--- src/rtl/wb_stage.sv ---
// wb_stage: MEM/WB pipeline register, load extraction/extension, regfile write port, retire counter.
// Optional alignment check enabled by defining WB_ALIGN_CHK_EN (adds align_err output).
module wb_stage #(
    parameter int DATA_W = 32,
    parameter int REG_AW = 5
) (
    input  logic              clk,
    input  logic              rst_n,
    input  logic              stall,
    input  logic              flush,
    input  logic              m_valid,
    input  logic              m_regwrite,
    input  logic              m_memtoreg,
    input  logic [2:0]        m_load_type,
    input  logic [1:0]        m_addr_lo,
    input  logic [DATA_W-1:0] m_aluout,
    input  logic [DATA_W-1:0] m_readdata,
    input  logic [REG_AW-1:0] m_writereg,
    output logic              we3,
    output logic [REG_AW-1:0] wa3,
    output logic [DATA_W-1:0] wd3,
    output logic              w_valid,
`ifdef WB_ALIGN_CHK_EN
    output logic              align_err,
`endif
    output logic [31:0]       retire_cnt
);
    logic [7:0]        byte_sel;
    logic [15:0]       half_sel;
    logic [DATA_W-1:0] ext_data;
    logic              misalign;
    logic              we_next;
    always_comb begin
        byte_sel = m_readdata[{m_addr_lo, 3'b000} +: 8];
        half_sel = m_addr_lo[1] ? m_readdata[31:16] : m_readdata[15:0];
        ext_data = m_load_type == 3'b001 ? {{24{byte_sel[7]}}, byte_sel} :
                   m_load_type == 3'b010 ? {24'h0, byte_sel} :
                   m_load_type == 3'b011 ? {{16{half_sel[15]}}, half_sel} :
                   m_load_type == 3'b100 ? {16'h0, half_sel} : m_readdata;
`ifdef WB_ALIGN_CHK_EN
        // Only LH/LHU and LW (including the 101-111 aliases) can be misaligned.
        misalign = m_valid & m_memtoreg &
                   ((m_load_type == 3'b011 || m_load_type == 3'b100) ? m_addr_lo[0] :
                    (m_load_type == 3'b001 || m_load_type == 3'b010) ? 1'b0 : |m_addr_lo);
`else
        misalign = 1'b0;
`endif
        we_next = m_valid & m_regwrite & (|m_writereg) & ~misalign;
    end
    always_ff @(posedge clk) begin
        if (!rst_n) begin
            we3        <= 1'b0;
            wa3        <= '0;
            wd3        <= '0;
            w_valid    <= 1'b0;
            retire_cnt <= '0;
`ifdef WB_ALIGN_CHK_EN
            align_err  <= 1'b0;
`endif
        end else if (flush) begin
            we3        <= 1'b0;
            w_valid    <= 1'b0;
`ifdef WB_ALIGN_CHK_EN
            align_err  <= 1'b0;
`endif
        end else if (!stall) begin
            we3        <= we_next;
            wa3        <= m_writereg;
            wd3        <= m_memtoreg ? ext_data : m_aluout;
            w_valid    <= m_valid;
            retire_cnt <= retire_cnt + {31'h0, m_valid};
`ifdef WB_ALIGN_CHK_EN
            align_err  <= misalign;
`endif
        end
    end
endmodule

--- config.mk ---
export PLATFORM = sky130hd
export DESIGN_NAME = wb_stage
export DESIGN_NICKNAME = d
export VERILOG_FILES = /design/src/rtl/wb_stage.sv
export SDC_FILE = /design/constraint.sdc
export NUM_CORES = 1
export LEC_CHECK = 0
export BUFFER_PORTS_ARGS = -buffer_cell sky130_fd_sc_hd__buf_2
export CELL_PAD_IN_SITES_DETAIL_PLACEMENT = 0
export CELL_PAD_IN_SITES_GLOBAL_PLACEMENT = 2
export CORE_MARGIN = 2
export CORE_UTILIZATION = 27
export CTS_CLUSTER_DIAMETER = 60
export CTS_CLUSTER_SIZE = 10
export DETAILED_ROUTE_END_ITERATION = 7
export PLACE_DENSITY = 0.81
export SYNTH_ARGS = -nofsm -noshare
export SYNTH_HDL_FRONTEND = slang
export SYNTH_SLANG_ARGS = --single-unit
--- constraint.sdc ---
create_clock -name clk -period 2.25 [get_ports clk]
set_input_delay 0.1125 -clock clk [delete_from_list [all_inputs] [get_ports clk]]
set_output_delay 0.1125 -clock clk [all_outputs]
set_load 0.02 [all_outputs]
==> flow_metrics.env <==
export IMPL_run_status="completed"
export IMPL_number_of_primary_i_o_pins=152
export IMPL_synth_compound_gate_area_share_pct=19.3
export IMPL_grt_pass1_wl_um=20300
export IMPL_timing_critical_path_depth=5
export IMPL_finalWirelength_um=12900
export IMPL_yosysMostFrequentCell="sky130_fd_sc_hd__dfxtp_1"
export IMPL_cp_slowest_stage_delay_ns=0.49
export IMPL_num_rows=43
export IMPL_synth_ff_latch_count=71
export IMPL_post_synth_instance_area_um2=3780
export IMPL_worst_slew_margin_rel_pct=23.2
export IMPL_cts_buffers_inserted=9
export IMPL_critical_path_top_delay_family="simple AND/OR/NAND/NOR gates"
export IMPL_holdBufCountCts=0
export IMPL_ys_flop_type="sky130_fd_sc_hd__dfxtp_1"
export IMPL_detailroute_wirelength_met2_um=6110
export IMPL_via_count_of_the_first_global_routing_pass=3884
export IMPL_hp_class="in2reg"
export IMPL_cp_arrival_ns=2.27
export IMPL_met3_wirelength_um=1140
export IMPL_final_min_clock_period_ns=2.00
export IMPL_route_detailed_wl_per_inst_um=16.3
export IMPL_numClockSinks=71
export IMPL_critPathBufInv=0
export IMPL_timing_hold_ws_ns=0.0225
export IMPL_final_cells=792
export IMPL_fillCellCount=1491
export IMPL_globalplace_congestion=0.822
export IMPL_ctsResizeCount=0
export IMPL_top_layer="met4"
export IMPL_antenna_found_initial=0
export IMPL_placedCellCount=776
export IMPL_drt_initial_drc_count=180
export IMPL_synth_cells_most_frequent="sky130_fd_sc_hd__dfxtp_1, sky130_fd_sc_hd__nand2_1, sky130_fd_sc_hd__nor2_1, sky130_fd_sc_hd__o21ai_0"
export IMPL_synth_sequential_area_ratio_pct=37.6
export IMPL_cts_max_path_buffers=2
export IMPL_clock_tree_root_cell="sky130_fd_sc_hd__clkbuf_16"
export IMPL_coreArea_um2=13800
export IMPL_htree_depth=3
export IMPL_path_max_fanout=8
export IMPL_synth_largest_area_cell="sky130_fd_sc_hd__dfxtp_1"
export IMPL_worstRegToRegCells=5
export IMPL_finalSetupViolations=0
export IMPL_synth_distinct_cells=54
export IMPL_route_detailed_drc=0
export IMPL_post_route_period_util_pct=89.0
export IMPL_grt_overflow_total=0
export IMPL_synth_edf_count=0
export IMPL_grt_start_max_net_pins=50
export IMPL_synthToLayoutAreaGrowth_pct=33.6
export IMPL_tritoncts="done"
export IMPL_timing_critical_path_cells="or3b_1 > nor2_4 > nand4_1 > or3_1 > a21oi_1"
export IMPL_post_synth_inst_count=464
export IMPL_largest_family_of_logic_cells_by_synthesized_area="simple AND/OR/NAND/NOR gates"
export IMPL_m1WireLength_um=5450
export IMPL_synth_xor_area_share_pct=5.56
export IMPL_final_hold_viol_count=0
export IMPL_insertion_delay_ns=0.34
export IMPL_critPathKind="reg2reg"
export IMPL_max_slew_worst_pin_slew_ns=1.15
export IMPL_achievable_frequency_ghz=0.500
export IMPL_die_width_um=122
export IMPL_cp_required_ns=2.51
export IMPL_number_of_nets_in_the_synthesized_netlist=547
export IMPL_clkTransAtPathRegs_ns=0.06
export IMPL_fraction_of_registers_with_async_set_or_reset_after_synthesis_pct=0
export IMPL_rsz0062_at_grt="false"
export IMPL_synthDominantCellAreaShare_pct=37.6
export IMPL_slew_viol_final=0
export IMPL_routed_via_density=4.93
export IMPL_dr_total_vias=3905
export IMPL_cts_post_setup_buffers_inserted=0
export IMPL_power_density_nw_per_um2=673
export IMPL_initial_core_util_pct=27.4
export IMPL_power_leakage_nw=2.15
export IMPL_grt_usage_pct=17.7
export IMPL_dr_pass1_iters=4
export IMPL_crit_path_start_kind="register"
export IMPL_ant_nets=0
export IMPL_crit_slowest_cell="sky130_fd_sc_hd__or3b_1"
export IMPL_number_of_cells_on_the_worst_hold_path=3
export IMPL_final_net_count=690
export IMPL_yosys_area_share_simple_pct=24.8
export IMPL_max_capacitance_violation_count=0
export IMPL_place_detailed_hpwl_um=10000
export IMPL_setup_worst_path_end_class="register"
export IMPL_worst_ir_drop_vdd_mv=0.304
export IMPL_design_die_area_um2=15000
export IMPL_multiplexer_area_fraction_after_synthesis_pct=7.65
export IMPL_post_synth_main_area_contributors="sky130_fd_sc_hd__dfxtp_1, sky130_fd_sc_hd__nand2_1, sky130_fd_sc_hd__o21ai_0"
export IMPL_clock_skew_ns=0.00464
export IMPL_layout_drive_gt1_share_pct=33.0
export IMPL_num_antenna_cells=0
export IMPL_io_buffers=151
export IMPL_fin_tns_setup_ns=0
export IMPL_synth_area_per_cell_um2=8.15
export IMPL_yosys_area_share_adder_pct=0.662
export IMPL_y_dimension_of_the_die_um=122
export IMPL_yosysWarnings=0
## routing by layer
| layer | track usage [%] | vias to the layer above |
|---|---|---|
| met4 | 5.46 | 0 |
| met1 | 20.7 | 1815 |
| li1 | - | 1937 |
| met3 | 7.16 | 14 |
| met2 | 29.5 | 139 |
| met5 | 0 | - |
## flip-flops by register name (all words and copies together), names as in the netlist
| register | flops |
|---|---|
| w_valid | 1 |
| retire_cnt | 32 |
| wd3 | 32 |
| wa3 | 5 |
| we3 | 1 |
## cell type report
type,count,area [µm²],share of cell area (%)
multi-input cells,353,2190,43.5
flip-flops and latches,71,1420,28.1
repair buffers,164,853,16.9
clock buffers,13,260,5.15
well taps,180,225,4.46
clock inverters,3,65.1,1.29
inverters,8,30.0,0.595
## worst register-to-register path, stage by stage, from the launching register on
cell and delay, ns:
sky130_fd_sc_hd__dfxtp_1 0.35, sky130_fd_sc_hd__or3b_1 0.49, sky130_fd_sc_hd__nor2_4 0.23, sky130_fd_sc_hd__nand4_1 0.28, sky130_fd_sc_hd__or3_1 0.42, sky130_fd_sc_hd__a21oi_1 0.16
## per-stage QoR
| stage | utilization [%] | area [µm²] | setup slack (ns) | power [mW] |
|---|---|---|---|---|
| 2_1_floorplan | - | 3780 | 0.284 | 1.64 |
| 3_3_place_gp | 34.3 | 4720 | 0.339 | 1.84 |
| 3_5_place_dp | 34.3 | 4720 | 0.288 | 1.85 |
| 4_1_cts | 36.7 | 5050 | 0.234 | 3.45 |
| 5_1_grt | 36.7 | 5050 | 0.0840 | 3.55 |
| 6_report | 36.7 | 5050 | 0.248 | 3.40 |
## cells by family after synthesis
family	Yosys count
DFF	71
adders and majority gates	2
buffers and inverters	40
AOI/OAI and AO/OA	121
and+or+nand+nor	188
xor gates and xnor gates	24
muxes	18
## worst paths after layout
check | from | endpoint | slack (ns)
worst max-delay path | retire_cnt[3] | retire_cnt[31] | 0.25
worst min register to register | wd3[22] | wd3[22] | 0.45
worst min-delay path | m_writereg[0] | wa3[0] | 0.02
worst max register to register | retire_cnt[3] | retire_cnt[31] | 0.25
## power breakdown
group	total [mW]	internal [mW]	switching [mW]
clock	1.58	1.03	0.549
combinational	0.491	0.203	0.287
sequential	1.33	1.30	0.0259
## cell usage in the layout (no fill, tap or decap), types with 3 or more instances in the layout
cell type,instances
sky130_fd_sc_hd__o22ai_1,7
sky130_fd_sc_hd__or3_1,7
sky130_fd_sc_hd__dfxtp_1,71
sky130_fd_sc_hd__nand4_1,9
sky130_fd_sc_hd__buf_4,13
sky130_fd_sc_hd__and2_1,4
sky130_fd_sc_hd__nor3b_1,10
sky130_fd_sc_hd__and3_1,5
sky130_fd_sc_hd__xnor2_1,10
sky130_fd_sc_hd__mux2_2,6
sky130_fd_sc_hd__a21oi_1,23
sky130_fd_sc_hd__inv_1,8
sky130_fd_sc_hd__o21ai_0,44
sky130_fd_sc_hd__clkbuf_16,9
sky130_fd_sc_hd__buf_2,151
sky130_fd_sc_hd__xor2_1,14
sky130_fd_sc_hd__nand2_1,61
sky130_fd_sc_hd__nand2b_1,5
sky130_fd_sc_hd__o21ai_1,10
sky130_fd_sc_hd__a221oi_1,7
sky130_fd_sc_hd__and4_1,3
sky130_fd_sc_hd__mux4_2,8
sky130_fd_sc_hd__o32ai_1,7
sky130_fd_sc_hd__nor2_1,52
sky130_fd_sc_hd__o21a_1,15
sky130_fd_sc_hd__mux2i_1,3
sky130_fd_sc_hd__nand3_1,12
(Power assumes the default switching activity.)
